File: src/rtl/fft32_pkg.sv
// Shared constants and types for the 32-point MDC FFT controller.
package fft32_pkg;
  localparam int N_PTS = 32;
  localparam int CNT_W = 6;
  localparam int N_STG = 5;

  // Commutator delays for stages 1..4, index 0 = stage 1.
  localparam logic [3:0][3:0] STG_DLY = {4'd1, 4'd2, 4'd4, 4'd8};

  // Stage start offset: running sum of commutator delay plus one butterfly cycle.
  function automatic logic [5:0] stg_off(input int k);
    logic [5:0] o;
    o = '0;
    for (int i = 0; i < k; i++) o = o + 6'(STG_DLY[i]) + 6'd1;
    return o;
  endfunction

  localparam logic [N_STG-1:0][5:0] STG_OFF =
    {stg_off(4), stg_off(3), stg_off(2), stg_off(1), stg_off(0)};

  typedef enum logic [1:0] {IDLE, RUN, FLUSH} state_e;
endpackage

File: src/rtl/fft32_stage_dec.sv
// Per-stage window decode: active while the master count is inside this stage's 16-pair window.
module fft32_stage_dec #(
  parameter int CNT_W  = 6,
  parameter int LEN    = 16,
  parameter int ADDR_W = 4
) (
  input  logic [CNT_W-1:0]  cnt,
  input  logic [CNT_W-1:0]  off,
  input  logic              en,
  output logic              active,
  output logic [ADDR_W-1:0] loc
);
  logic [CNT_W-1:0] diff;

  assign diff   = cnt - off;
  assign active = en && (cnt >= off) && (diff < CNT_W'(LEN));
  assign loc    = active ? diff[ADDR_W-1:0] : '0;
endmodule

File: src/rtl/fft32_mdc_ctrl.sv
// Frame controller for a 32-point radix-2 MDC FFT: master count, FSM and per-stage twiddle/commutator decode.
module fft32_mdc_ctrl #(
  parameter int N_PTS = fft32_pkg::N_PTS,
  parameter int CNT_W = fft32_pkg::CNT_W
) (
  input  logic       clk,
  input  logic       rst_n,
  input  logic       start,
  input  logic       in_valid,
  output logic       in_ready,
  output logic       pipe_en,
  output logic [3:0] rom_16_counter,
  output logic [2:0] rom_8_counter,
  output logic [1:0] rom_4_counter,
  output logic [0:0] rom_2_counter,
  output logic [3:0] sw_sel,
  output logic       out_valid,
  output logic       frame_done
);
  import fft32_pkg::*;

  localparam int HALF = N_PTS / 2;

  state_e           state, state_nxt;
  logic [CNT_W-1:0] cnt, cnt_nxt;
  logic [N_STG-1:0] act;
  logic [3:0]       loc_last;
  logic             run, last;

  assign run  = (state != IDLE);
  // Last output pair: final slot of the stage-5 window.
  assign last = act[N_STG-1] && (loc_last == 4'hF);

  always_ff @(posedge clk or negedge rst_n) begin
    if (!rst_n) begin
      state <= IDLE;
      cnt   <= '0;
    end else begin
      state <= state_nxt;
      cnt   <= cnt_nxt;
    end
  end

  always_comb begin
    state_nxt  = state;
    cnt_nxt    = cnt;
    in_ready   = 1'b0;
    pipe_en    = 1'b0;
    frame_done = 1'b0;
    case (state)
      IDLE: begin
        in_ready = 1'b1;
        if (start) begin
          state_nxt = RUN;
          cnt_nxt   = '0;
        end
      end
      RUN: begin
        in_ready = 1'b1;
        pipe_en  = in_valid;
        if (in_valid) begin
          cnt_nxt = cnt + CNT_W'(1);
          if (cnt == CNT_W'(HALF - 1)) state_nxt = FLUSH;
        end
      end
      FLUSH: begin
        pipe_en = 1'b1;
        if (last) begin
          frame_done = 1'b1;
          state_nxt  = IDLE;
          cnt_nxt    = '0;
        end else begin
          cnt_nxt = cnt + CNT_W'(1);
        end
      end
      default: begin
        state_nxt = IDLE;
        cnt_nxt   = '0;
      end
    endcase
  end

  // Stage k address width is 5-k bits; its commutator select is the address MSB.
  for (genvar g = 0; g < N_STG; g++) begin : g_stg
    localparam int AW = (g < N_STG - 1) ? N_STG - 1 - g : 4;
    logic [AW-1:0] loc;

    fft32_stage_dec #(.CNT_W(CNT_W), .LEN(HALF), .ADDR_W(AW)) u_dec (
      .cnt    (cnt),
      .off    (CNT_W'(STG_OFF[g])),
      .en     (run),
      .active (act[g]),
      .loc    (loc)
    );

    if (g < N_STG - 1) begin : g_sw
      assign sw_sel[g] = loc[AW-1];
    end

    case (g)
      0:       begin : g_rom assign rom_16_counter = loc; end
      1:       begin : g_rom assign rom_8_counter  = loc; end
      2:       begin : g_rom assign rom_4_counter  = loc; end
      3:       begin : g_rom assign rom_2_counter  = loc; end
      default: begin : g_rom assign loc_last       = loc; end
    endcase
  end

  assign out_valid = pipe_en && act[N_STG-1];
endmodule

File: config.mk
export PLATFORM = sky130hd
export DESIGN_NAME = fft32_mdc_ctrl
export DESIGN_NICKNAME = d
export VERILOG_FILES = /design/src/rtl/fft32_pkg.sv /design/src/rtl/fft32_stage_dec.sv /design/src/rtl/fft32_mdc_ctrl.sv
export SDC_FILE = /design/constraint.sdc
export NUM_CORES = 1
export LEC_CHECK = 0
export ABC_AREA = 1
export ABC_CLOCK_PERIOD_IN_PS = 2350
export CAP_MARGIN = 20
export CORE_UTILIZATION = 35
export CTS_CLUSTER_DIAMETER = 100
export CTS_CLUSTER_SIZE = 14
export DETAILED_ROUTE_END_ITERATION = 10
export MAX_ROUTING_LAYER = met4
export SYNTH_ARGS = -nofsm -noshare
export SYNTH_HDL_FRONTEND = slang
export SYNTH_SLANG_ARGS = --single-unit
File: constraint.sdc
create_clock -name clk -period 2.35 [get_ports clk]
set_input_delay 0.3525 -clock clk [delete_from_list [all_inputs] [get_ports clk]]
set_output_delay 0.3525 -clock clk [all_outputs]
set_load 0.1 [all_outputs]
After elaboration in Yosys (flattened, before gate mapping)
Index checks and enable logic that the tools add are counted.
{"block": "classes", "addsub": 5, "order_cmp": 10, "eq_ne": 8, "n_mux": 18, "reduce_logical": 17}
{"cell": "$lt 6x5->1 const B", "count": 5}
{"cell": "$mux 6", "count": 3}
{"cell": "$pmux 6 s3", "count": 1}
{"cell": "$ge 6x4->1 const B", "count": 2}
{"cell": "$ge 6x5->1 const B", "count": 2}
{"cell": "$logic_and 1x1->1", "count": 12}
{"cell": "$sub 6x4->6 const B", "count": 2}
{"cell": "$sub 6x5->6 const B", "count": 2}
{"cell": "$mux 2", "count": 5}
{"cell": "$mux 4", "count": 2}
{"cell": "$ne 2x2->1 const B", "count": 4}
{"cell": "$add 6x1->6 const B", "count": 1}
{"cell": "$eq 6x4->1 const B", "count": 1}
{"cell": "$ge 6x1->1 const B", "count": 1}
{"cell": "$pmux 2 s3", "count": 1}
{"cell": "$eq 4x4->1 const B", "count": 1}
{"cell": "$mux 1", "count": 4}
{"cell": "$reduce_and 4->1", "count": 1}
{"cell": "$mux 3", "count": 1}
{"cell": "$eq 2x1->1 const B", "count": 1}
{"cell": "$eq 2x2->1 const B", "count": 1}
{"cell": "$logic_not 2->1", "count": 1}
{"cell": "$pmux 1 s2", "count": 1}
{"cell": "$reduce_and 2->1", "count": 1}
{"cell": "other kinds (2)", "count": 2}
{"block": "word_totals", "ff_bits": 8, "out_inout_bits": 18}

Logic depth before layout (Yosys ltp)
{"block": "logic_depth", "word_depth": 8, "depth_mapped": 12}

By module
A second synthesis with hierarchy kept.
{"block": "hier_totals", "cells_unflattened": 320, "hier_area_um2": 2044.5}
{"module": "fft32_stage_dec (g_stg[0].u_dec ...)", "n_inst": 2, "cells_per_inst": 54, "area_each_um2": 325.3, "seq_area_each_um2": 0.0}
{"module": "fft32_mdc_ctrl", "n_inst": 1, "cells_per_inst": 76, "area_each_um2": 620.6, "seq_area_each_um2": 200.2}
{"module": "fft32_stage_dec (g_stg[1].u_dec)", "n_inst": 1, "cells_per_inst": 47, "area_each_um2": 285.3, "seq_area_each_um2": 0.0}
{"module": "fft32_stage_dec (g_stg[2].u_dec)", "n_inst": 1, "cells_per_inst": 45, "area_each_um2": 255.2, "seq_area_each_um2": 0.0}
{"module": "fft32_stage_dec (g_stg[3].u_dec)", "n_inst": 1, "cells_per_inst": 44, "area_each_um2": 232.7, "seq_area_each_um2": 0.0}

Least setup slack after synthesis
OpenSTA, ideal clock, no wires.
{"block": "synth_timing", "path_type": "register to output", "startpoint": "register cnt[3]", "endpoint": "output rom_4_counter[0]", "t_arrival_ns": 3.553, "path_slack_ns": -1.556, "path_stages_with_launch": 8, "path_cell_list": "dfrtp_1 -> buf_6 -> nand2_1 -> inv_1 -> nand2_1 -> inv_1 -> o21ai_0 -> nor4_1"}
{"block": "synth_between", "elab_chain_len": 4, "elab_cells_between_ends": 6, "cone_classes": "1 x add/sub; 2 x order compare; 1 x mux; 2 x reduce/logical"}
{"item": "start, declared", "line": "fft32_mdc_ctrl.sv:25", "source": "logic [CNT_W-1:0] cnt, cnt_nxt;"}
{"item": "start signal, assigned", "line": "fft32_mdc_ctrl.sv:40", "source": "cnt <= cnt_nxt;"}
{"item": "$sub 6x4->6 / $ge 6x4->1 (equally long branches)", "line": "fft32_stage_dec.sv:15, fft32_stage_dec.sv:16"}
{"item": "$lt 6x5->1 / $logic_and 1x1->1 (equally long branches)", "line": "fft32_stage_dec.sv:16", "source": "assign active = en && (cnt >= off) && (diff < CNT_W'(LEN));"}
{"item": "$logic_and 1x1->1 (*)", "line": "fft32_stage_dec.sv:16"}
{"item": "$mux 2 (*)", "line": "fft32_stage_dec.sv:17", "source": "assign loc = active ? diff[ADDR_W-1:0] : '0;"}
{"item": "end, declared", "line": "fft32_mdc_ctrl.sv:14", "source": "output logic [1:0] rom_4_counter,"}
Every way passes the cells marked *; elsewhere a longest branch is shown, timed or not.

Worst setup path after layout
{"block": "layout_timing", "startpoint": "register cnt[0]", "endpoint": "output frame_done"}
{"block": "layout_between", "elab_chain_len": 8, "elab_cells_between_ends": 10, "cone_classes": "1 x add/sub; 2 x order compare; 1 x eq/ne; 3 x mux; 3 x reduce/logical"}
{"item": "$sub 6x5->6 / $ge 6x5->1 (equally long branches)", "line": "fft32_stage_dec.sv:15, fft32_stage_dec.sv:16"}
{"item": "$lt 6x5->1 / $logic_and 1x1->1 (equally long branches)", "line": "fft32_stage_dec.sv:16"}
{"item": "$logic_and 1x1->1", "line": "fft32_stage_dec.sv:16"}
{"item": "$mux 4", "line": "fft32_stage_dec.sv:17"}
{"item": "$eq 4x4->1", "line": "fft32_mdc_ctrl.sv:32", "source": "assign last = act[N_STG-1] && (loc_last == 4'hF);"}
{"item": "$logic_and 1x1->1 (*)", "line": "fft32_mdc_ctrl.sv:32"}
{"item": "$mux 1 (*)", "line": "fft32_mdc_ctrl.sv:68", "source": "if (last) begin"}
{"item": "$mux 1 (*)", "line": "fft32_mdc_ctrl.sv:50", "source": "case (state)"}
{"item": "end, declared", "line": "fft32_mdc_ctrl.sv:18", "source": "output logic frame_done"}
Marked as above.

==> impl_metrics.tcl <==
set metrics [dict create \
    clock.fmax_mhz 449.2 \
    hold_path_class "primary input to asynchronous set/reset pin" \
    status "finished, final reports clean" \
    crit_type "flop to primary output" \
    fin_ws_ns 0.1236 \
    synth_ff_type "dfrtp_1" \
    rsz0062_at_grt "false" \
    setup_viol 0 \
    die_w_um 53.12 \
    relSlewSlack 0.7524 \
    cp_max_fo 7 \
    fin_crit_sh 0.9474 \
    powerDensity_nw_per_um2 808.4 \
    pwr-share-seq 0.168 \
    yosys_warnings 0 \
    arrival_ns 1.87 \
    switchingPower_uw 642.2 \
    async_reset_ff_frac 1.000 \
    dr.first_iter.drc_count 15 \
    drtAntennaViolNets 0 \
    insertion_delay_ns 0.24 \
    cap_violations 0 \
    path_clk_slew_ns 0.05 \
    drcViolationCount 0 \
    io_pins 22 \
    p_int_uw 517.9 \
    tightest_slew_ns 0.3674 \
    hpwl_um 1794 \
    cts_tree "built" \
    grt_usage 0.1734 \
    synth.avg_cell_area_sq_um 6.352 \
    cts_sinks 8 \
    hold_violations 0 \
    die_h_um 53.12 \
    grt_antenna_before_repair 0 \
    grt_max_degree 12 \
    syn_to_final_growth_pct 56.91 \
    hold_buffers 0 \
    layout-drive-gt1-share 0.3494 \
    crit_path_end_kind "primary output" \
    fin_nets 178 \
    ys_ff_latch 8 \
    clock_path_buffers 2 \
    period_needed_ns 2.226 \
    pwr-share-clk 0.084 \
    cts_buffers 3 \
    cts_root_buf "clkbuf_4" \
    fin_skew_ns 0.0008964 \
    htree_levels 1 \
    grt_pass1_wl_um 3422 \
    vias 936 \
    final.setup.tns_ns 0 \
    routed_wl_um 2111 \
    syn-num-nets 154 \
    start_util 0.3692 \
    pre_cts_ws_ns 0.2286 \
    fp-row-count 18 \
    regToRegSetupSlack_ns 0.61 \
    gp_congestion 0.8725 \
    die_area_sq_um 2822 \
    firstDrtPassIters 4 \
    grt_overflow_total 0 \
    timing.rr.start "cnt[0]" \
    leakagePower_uw 0.0006636 \
    combPwrFrac 0.748 \
    worst_ir_drop_vdd_mv 0.9526 \
    wire_per_inst_um 10.77 \
    crit_required_ns 2.00 \
    netlist_instances 144 \
    grt_pass1_vias 774 \
    seq_area_frac_synth 0.2189 \
    via_per_inst 4.776 \
    reg2regPathDepth 12 \
    critPathLaunchType "flop" \
    io_buffer_count 21 \
    r2r-end "cnt[3]" \
    diodes 0 \
    netlist_area_sq_um 914.6 \
    synth_cell_types 26 \
    slew_viol_final 0 \
    synth_edf_count 0 \
    coreArea_sq_um 2477 \
    p_sw_frac 0.5536 \
]
registers in the layout, indices dropped and copies added (netlist names):
| name | count |
|---|---|
| cnt | 6 |
| state | 2 |
Yosys cell counts (3+ instances only):
| master | count | area, sq um |
|---|---|---|
| o21ai_0 | 8 | 40.04 |
| inv_1 | 17 | 63.81 |
| ha_1 | 6 | 75.07 |
| buf_4 | 5 | 37.54 |
| nor2_1 | 17 | 63.81 |
| inv_2 | 4 | 15.01 |
| nand3_1 | 9 | 45.04 |
| nand2_4 | 3 | 33.78 |
| dfrtp_1 | 8 | 200.2 |
| nand2_1 | 46 | 172.7 |
how the worst max path moves through the flow:
stage	startpoint	end	slack (ns)	cells after the start
CTS	cnt[1]	frame_done	0.05	9
detailed placement	cnt[0]	frame_done	0.23	9
global route	cnt[0]	frame_done	0.02	10
floorplan	cnt[4]	rom_16_counter[0]	-0.10	6
finish	cnt[0]	frame_done	0.12	10
global placement	cnt[0]	rom_8_counter[2]	0.28	8
power by group through the flow:
stage | Combinational [uW] | Sequential [uW] | Clock (uW)
after floorplan | 650 | 183 | 0
after global placement | 843 | 197 | 0
after detailed placement | 846 | 201 | 0
after CTS | 849 | 200 | 105
after global routing | 933 | 198 | 106
final | 868 | 194 | 97.3
per-layer routing:
layer,share of wire,GRT usage
met4,0,0.07895
met5,0,-
met1,0.49,0.2292
met2,0.49,0.2658
met3,0.023,0.01724
metrics by stage:
| stage | hold WS, ns | cell area (sq um) | utilization | power, uW | instances |
|---|---|---|---|---|---|
| floorplan | 0.05691 | 1015 | - | 833.1 | 144 |
| global placement | 0.4845 | 1380 | 0.5571 | 1040 | 189 |
| detailed placement | 0.5051 | 1380 | 0.5571 | 1047 | 189 |
| CTS | 0.3741 | 1404 | 0.5667 | 1154 | 192 |
| global route | 0.4104 | 1435 | 0.5793 | 1236 | 196 |
| finish | 0.3733 | 1435 | 0.5793 | 1160 | 196 |
cells by family after synthesis:
kind of cell | synth area share
AOI/OAI and AO/OA | 0.09577
xor gates and xnor gates | 0.01916
adders and majority gates | 0.08208
buffers and inverters | 0.1450
DFF | 0.2189
and+or+nand+nor | 0.4391
layout make-up:
type                    count  area (sq um)
clock buffers               3         22.52
fillers                   235          1042
inverters                  21         83.83
multi-input cells         108         660.6
flip-flops and latches      8         202.7
well taps                  30         37.54
repair buffers             26         427.9
cell usage in the layout (no fill, tap or decap), drive strengths merged:
master          n
o21ai           8
nor3            1
nor2           20
o22ai           1
nand3          11
buf            23
clkbuf          3
nor4            1
o2111ai         1
xor2            2
nand4           2
a21oi           3
inv            21
dfrtp           8
or2             1
clkdlybuf4s50   3
nand2          50
and3            1
ha              6
repair_timing:
item,in CTS,in global routing
setup endpoints to repair,3,5
buffers inserted,0,4
pin swaps,0,1
resized for setup,1,1
worst max-delay path: stages (launching register included):
cell and delay [ns]:
dfrtp_2 0.46, buf_4 0.18, ha_1 0.19, inv_1 0.07, nand2_1 0.08, nand2_1 0.06
nand2_1 0.05, nor2_2 0.11, nand3_2 0.13, nor2_4 0.13, buf_12 0.18
No activity file was read; power rests on OpenSTA's default activity.
==> edit 1 (config.mk and constraints unchanged) <==
`CNT_W` is set to 6 in 2 places; all go to 12.
--- a/src/rtl/fft32_pkg.sv
+++ b/src/rtl/fft32_pkg.sv
@@ -1,7 +1,7 @@
 // Shared constants and types for the 32-point MDC FFT controller.
 package fft32_pkg;
   localparam int N_PTS = 32;
-  localparam int CNT_W = 6;
+  localparam int CNT_W = 12;
   localparam int N_STG = 5;
 
   // Commutator delays for stages 1..4, index 0 = stage 1.
--- a/src/rtl/fft32_stage_dec.sv
+++ b/src/rtl/fft32_stage_dec.sv
@@ -1,6 +1,6 @@
 // Per-stage window decode: active while the master count is inside this stage's 16-pair window.
 module fft32_stage_dec #(
-  parameter int CNT_W  = 6,
+  parameter int CNT_W  = 12,
   parameter int LEN    = 16,
   parameter int ADDR_W = 4
 ) (
Function: no difference found for any inputs over 10 cycles, from zero or initial values and one cycle with rst_n low; that may be too few to reach the edited logic, so the function may still have changed.
==> edit 1 against the original RTL <==
- the run now ends with negative setup slack left
- sequential cell count increased by 6
- setup slack lost 0.30 ns
- total power up 50%
- design area grew 89%
- area after synthesis rose by 93%
- wire length grew to 2.7 times the old value
- sequential power is 46% higher
- die area rose by 89%
==> edit 1: results (changes against the original RTL) <==
| Metric | Value |
|---|---|
| Status | `finished, violations left` |
| Failing checks | `negative setup slack` |
| Max FO, Critical Path | `5 (-2)` |
| Unique cell type count in the Yosys netlist | `38 (+46%)` |
| Least-Margin Pin Slew | `0.648 ns (+0.281 ns)` |
| WP data arrival | `2.17 ns (+0.30 ns)` |
| Pre-CTS setup slack | `0.0677 ns (-0.161 ns)` |
| First-pass GRT wire length | `9200 um (+170%)` |
| GR Layer Usage met1 | `0.308 (+0.0785)` |
| Met2 usage | `0.373 (+0.108)` |
| Antenna violations before repair | `0 (unchanged)` |
| DRT iter0 DRCs | `179 (+164)` |
| R2R Path End | `cnt[5]$_DFFE_PN0P_` |
| Commonest cells post-synth | `nand2_1 (84), nor2_1 (25), nand3_1 (23)` |
| TritonCTS Buffers | `3 (unchanged)` |
| Final wirelength | `5700 um (+170%)` |
| Final setup viols | `8 (+8)` |
| Worst r2r src | `state[0]$_DFFE_PN0P_` |
| Top area cells in the synthesized netlist | `dfrtp_1 (20%), nand2_1 (18%), nand3_1 (6.5%)` |
| Root Driver | `clkbuf_8` |
| Ys Warns | `0 (unchanged)` |
| Slowest CP cell | `dfrtp_2` |
| Worst path top cell family by delay | `simple AND/OR/NAND/NOR gates` |
| Clk pin slew, worst setup/hold paths | `0.06 ns` |
| Setup Skew | `0.00197 ns (+0.00107 ns)` |
| Sequential share of the synthesized area | `0.198 (-0.0204)` |
| Routing usage on met3 | `0.0124 (-0.00481)` |
| Diodes inserted | `0 (unchanged)` |
| Max Buffers Root-to-Sink | `2 (unchanged)` |
| Hold WS | `0.499 ns (+0.126 ns)` |
| Via density | `5.29 (+11%)` |
| Vias in the first global route | `1957 (+150%)` |
| Top flop regs | `cnt x12, state x2` |
| Syn Nets | `290 (+88%)` |
| Post-DP HPWL | `4150 um (+130%)` |
| Largest net degree at the start of global routing | `17 (+5)` |
| Worst-case reg-to-reg path depth | `9 (-3)` |
| Share of cells above drive strength 1 | `0.423 (+0.0734)` |
| Pint | `0.860 mW (+66%)` |
| Nets | `334 (+88%)` |
| Final Hold Viols | `0 (unchanged)` |
| Leakage power | `1.27 nW (+92%)` |
| Total Neg Setup Slack | `-0.893 ns (-0.893 ns)` |
| Maximum VDD drop | `0.000615 V (-35%)` |
| Slack of the critical path | `-0.177 ns (-0.301 ns)` |
| H-Tree Depth | `1 (unchanged)` |
| GP Congestion | `0.900 (+3.1%)` |
| Reg2reg setup slack | `0.28 ns (-0.33 ns)` |
| GRT Overall Usage | `0.229 (+0.0557)` |
[edit 1: cell types whose count changed after synthesis, moves of 6 or more]
cell	unedited run	this run
nand2_1	46	84
nand3_1	9	23
a21oi_1	2	15
nor2_1	17	25
o21ai_0	8	15
dfrtp_1	8	14
xor2_1	2	8
[edit 1: metal layers]
layer,vias up,wire [um]
met2,74,2840
met1,973,2390
li1,1001,-
met4,0,153
met5,-,0
met3,19,311
[edit 1: per-stage QoR]
| step | util | power (mW) | std cells | area, um2 |
|---|---|---|---|---|
| 2_1_floorplan | - | 0.996 | 281 | 1900 |
| 3_3_place_gp | 0.494 | 1.33 | 370 | 2370 |
| 3_5_place_dp | 0.494 | 1.33 | 370 | 2370 |
| 4_1_cts | 0.535 | 1.67 | 386 | 2560 |
| 5_1_grt | 0.568 | 1.83 | 391 | 2720 |
| 6_report | 0.568 | 1.74 | 391 | 2720 |
[edit 1: timing repair]
item / in CTS / in global routing
cloned: 0 / 0
resized for setup: 17 / 39
setup endpoints to repair: 13 / 13
setup buffers: 12 / 5
pin swaps: 6 / 18
[edit 1: worst max path at each step]
| stage | end | start | slack (ns) |
|---|---|---|---|
| 2_1_floorplan | rom_16_counter[0] | cnt[6]$_DFFE_PN0P_ | -0.32 |
| 3_3_place_gp | rom_8_counter[2] | cnt[2]$_DFFE_PN0P_ | 0.07 |
| 3_5_place_dp | rom_8_counter[2] | cnt[2]$_DFFE_PN0P_ | 0.07 |
| 4_1_cts | out_valid | cnt[1]$_DFFE_PN0P_ | -0.13 |
| 5_1_grt | frame_done | cnt[1]$_DFFE_PN0P_ | -0.26 |
| 6_report | rom_8_counter[2] | cnt[5]$_DFFE_PN0P_ | -0.18 |
[edit 1: kinds of logic after synthesis]
| group | Yosys count | share of synthesized area |
|---|---|---|
| AO/OA/AOI/OAI | 41 | 0.133 |
| XOR/XNOR | 9 | 0.0447 |
| adder cells (fa/ha/maj) | 5 | 0.0354 |
| buffers and inverters | 45 | 0.133 |
| flip-flops | 14 | 0.198 |
| AND/OR/NAND/NOR | 167 | 0.456 |
[edit 1: power by group through the flow]
stage          clock (mW)  combinational (mW)  sequential (mW)
6_report            0.245                1.21            0.284
5_1_grt             0.257                1.28            0.286
4_1_cts             0.246                1.14            0.284
3_5_place_dp            0                1.04            0.293
3_3_place_gp            0                1.04            0.292
2_1_floorplan           0               0.703            0.294
[edit 1: area by class of cell]
| type | count | area, um2 |
|---|---|---|
| clock buffer | 4 | 55.1 |
| fill | 433 | 2070 |
| inverter | 29 | 131 |
| multi-input combinational | 222 | 1410 |
| sequential | 14 | 358 |
| tap | 67 | 83.8 |
| timing repair buffer | 55 | 682 |
==> edit 2 (config.mk and constraints unchanged) <==
Made on the original files. The 3 states of `state_e` get a one-hot encoding in 3 bits.
--- a/src/rtl/fft32_pkg.sv
+++ b/src/rtl/fft32_pkg.sv
@@ -18,6 +18,6 @@
   localparam logic [N_STG-1:0][5:0] STG_OFF =
     {stg_off(4), stg_off(3), stg_off(2), stg_off(1), stg_off(0)};
 
-  typedef enum logic [1:0] {IDLE, RUN, FLUSH} state_e;
+  typedef enum logic [2:0] {IDLE = 3'b001, RUN = 3'b010, FLUSH = 3'b100} state_e;
 endpackage
 
Formal check against the unedited RTL: same outputs for any inputs over 10 cycles, from zero or initial values and one cycle with rst_n low; not proved beyond that.
==> edit 2 against the original RTL <==
- setup slack got worse by 0.0011 ns
- design area decreased by 1.4%
- final cell count increased by 1.0%
- sequential cell count increased by 1
- register-to-register slack about the same
- wire length increased by 12%
- first-iteration DRC count increased by 110%
- core utilization decreased by 0.28 points
- area after synthesis decreased by 0.68%
- via count increased by 5.0%
- clock skew increased by 0.0030 ns
- critical endpoint is now rom_2_counter
- largest cell class unchanged
Power is left out: it rests on default switching activity, and per cell area and clock period it moved more than threefold.
==> edit 2: results (changes against the original RTL) <==
| Metric | Value |
|---|---|
| Max FO, Critical Path | `6 (-1)` |
| Unique cell type count in the Yosys netlist | `29 (+12%)` |
| Commonest cells post-synth | `nand2_1 (39), nor2_1 (19), inv_1 (18)` |
| Multi-input gates | `106 (-1.9%)` |
| Slowest CP cell | `dfrtp_1` |
| Top area cells in the synthesized netlist | `dfrtp_1 (22%), nand2_1 (16%), nor2_1 (7.9%)` |
| Top flop regs | `cnt x6, state x3` |
| ClkCell Share | `0.0186 (+0.00287)` |
| Syn_area_per_cell | `6.35 um2 (about the same)` |
| Status | `finished, final reports clean` |
| Post-DP Area | `0.00134 mm2 (-2.8%)` |
| Slowest cell delay on critical path | `0.48 ns (+0.02 ns)` |
| Non-clock buffering overhead | `0.311 (+0.0131)` |
| Signal buffers | `28 (+7.7%)` |
| Post-DP HPWL | `1830 um (+2.0%)` |
| Post-cts resize count | `0 (-1)` |
| Via density | `4.96 (+4.0%)` |
| Diodes inserted | `0 (unchanged)` |
| Fraction of area in registers | `0.160 (+0.0188)` |
| Fill cells | `219 (-6.8%)` |
| Sequential share of the synthesized area | `0.249 (+0.0304)` |
| Vias | `983 (+5.0%)` |
| Avg WL per Cell | `11.9 um (+11%)` |
| Least-Margin Pin Slew | `0.443 ns (+0.0757 ns)` |
| Syn Nets | `149 (-3.2%)` |
| Final-layout clock buffer total | `4 (+1)` |
| DRT iter0 DRCs | `31 (+16)` |
| Hold/Removal Path Class | `in2async` |
| Number of synthesized register bits | `9 (+1)` |
| Share of cells above drive strength 1 | `0.333 (-0.0161)` |
| First-pass GRT wire length | `3820 um (+12%)` |
| GRT Overall Usage | `0.189 (+0.0155)` |
| Nets | `175 (-1.7%)` |
| Clk_lat worst skew | `0.26 ns (+0.02 ns)` |
| Area occupied by multi-input gates | `601 um2 (-9.1%)` |
| Setup Skew | `0.00385 ns (+0.00296 ns)` |
| GP Congestion | `0.929 (+6.5%)` |
| Largest net degree at the start of global routing | `13 (+1)` |
| Vias in the first global route | `882 (+14%)` |
| Util after Layout | `0.576 (-0.00284)` |
edit 2: cell types whose count changed after synthesis, moves of 2 or more:
cell     before  now
inv_2         4    2
nand3_1       9   11
a21oi_1       2    6
nor2_1       17   19
nand2_1      46   39
nand2_2       1    3
ha_1          6    2
o21ai_0       8    6
edit 2: path summary, 6_finish.rpt:
| path | from | end | slack, ns | depth (start not counted) |
|---|---|---|---|---|
| setup / recovery | cnt[4]$_DFFE_PN0P_ | rom_2_counter | 0.12 | 7 |
| hold / removal | rst_n | cnt[3]$_DFFE_PN0P_ | 0.41 | 1 |
| setup reg to reg | cnt[0]$_DFFE_PN0P_ | cnt[1]$_DFFE_PN0P_ | 0.61 | 12 |
| hold reg to reg | state[1]$_DFFE_PN0P_ | state[1]$_DFFE_PN0P_ | 0.53 | 2 |
| max in group asynchronous | rst_n | state[0]$_DFFE_PN1P_ | 1.60 | 1 |
| min in group clk | state[1]$_DFFE_PN0P_ | state[1]$_DFFE_PN0P_ | 0.53 | 2 |
edit 2: per-stage QoR:
stage / TNS [ns] / setup WS (ns)
CTS: 0 / 0.0264
floorplan: -1.19 / -0.279
detailed placement: 0 / 0.314
finish: 0 / 0.123
global placement: 0 / 0.397
global route: -0.00386 / -0.00252
edit 2: routing by layer:
layer	GRT usage	routed length, um
met1	0.247	1010
met2	0.306	1190
met3	0.0259	155
met4	0.0482	6
met5	-	0
edit 2: kinds of logic (layout without fill, tap and decap cells):
kind of cell / after synthesis / count (layout) / synth area share
AOI/OAI and AO/OA: 16 / 16 / 0.0992
xor gates and xnor gates: 3 / 3 / 0.0289
adders and majority gates: 2 / 2 / 0.0275
buffers and inverters: 28 / 53 / 0.138
DFF: 9 / 9 / 0.249
and+or+nand+nor: 85 / 85 / 0.457
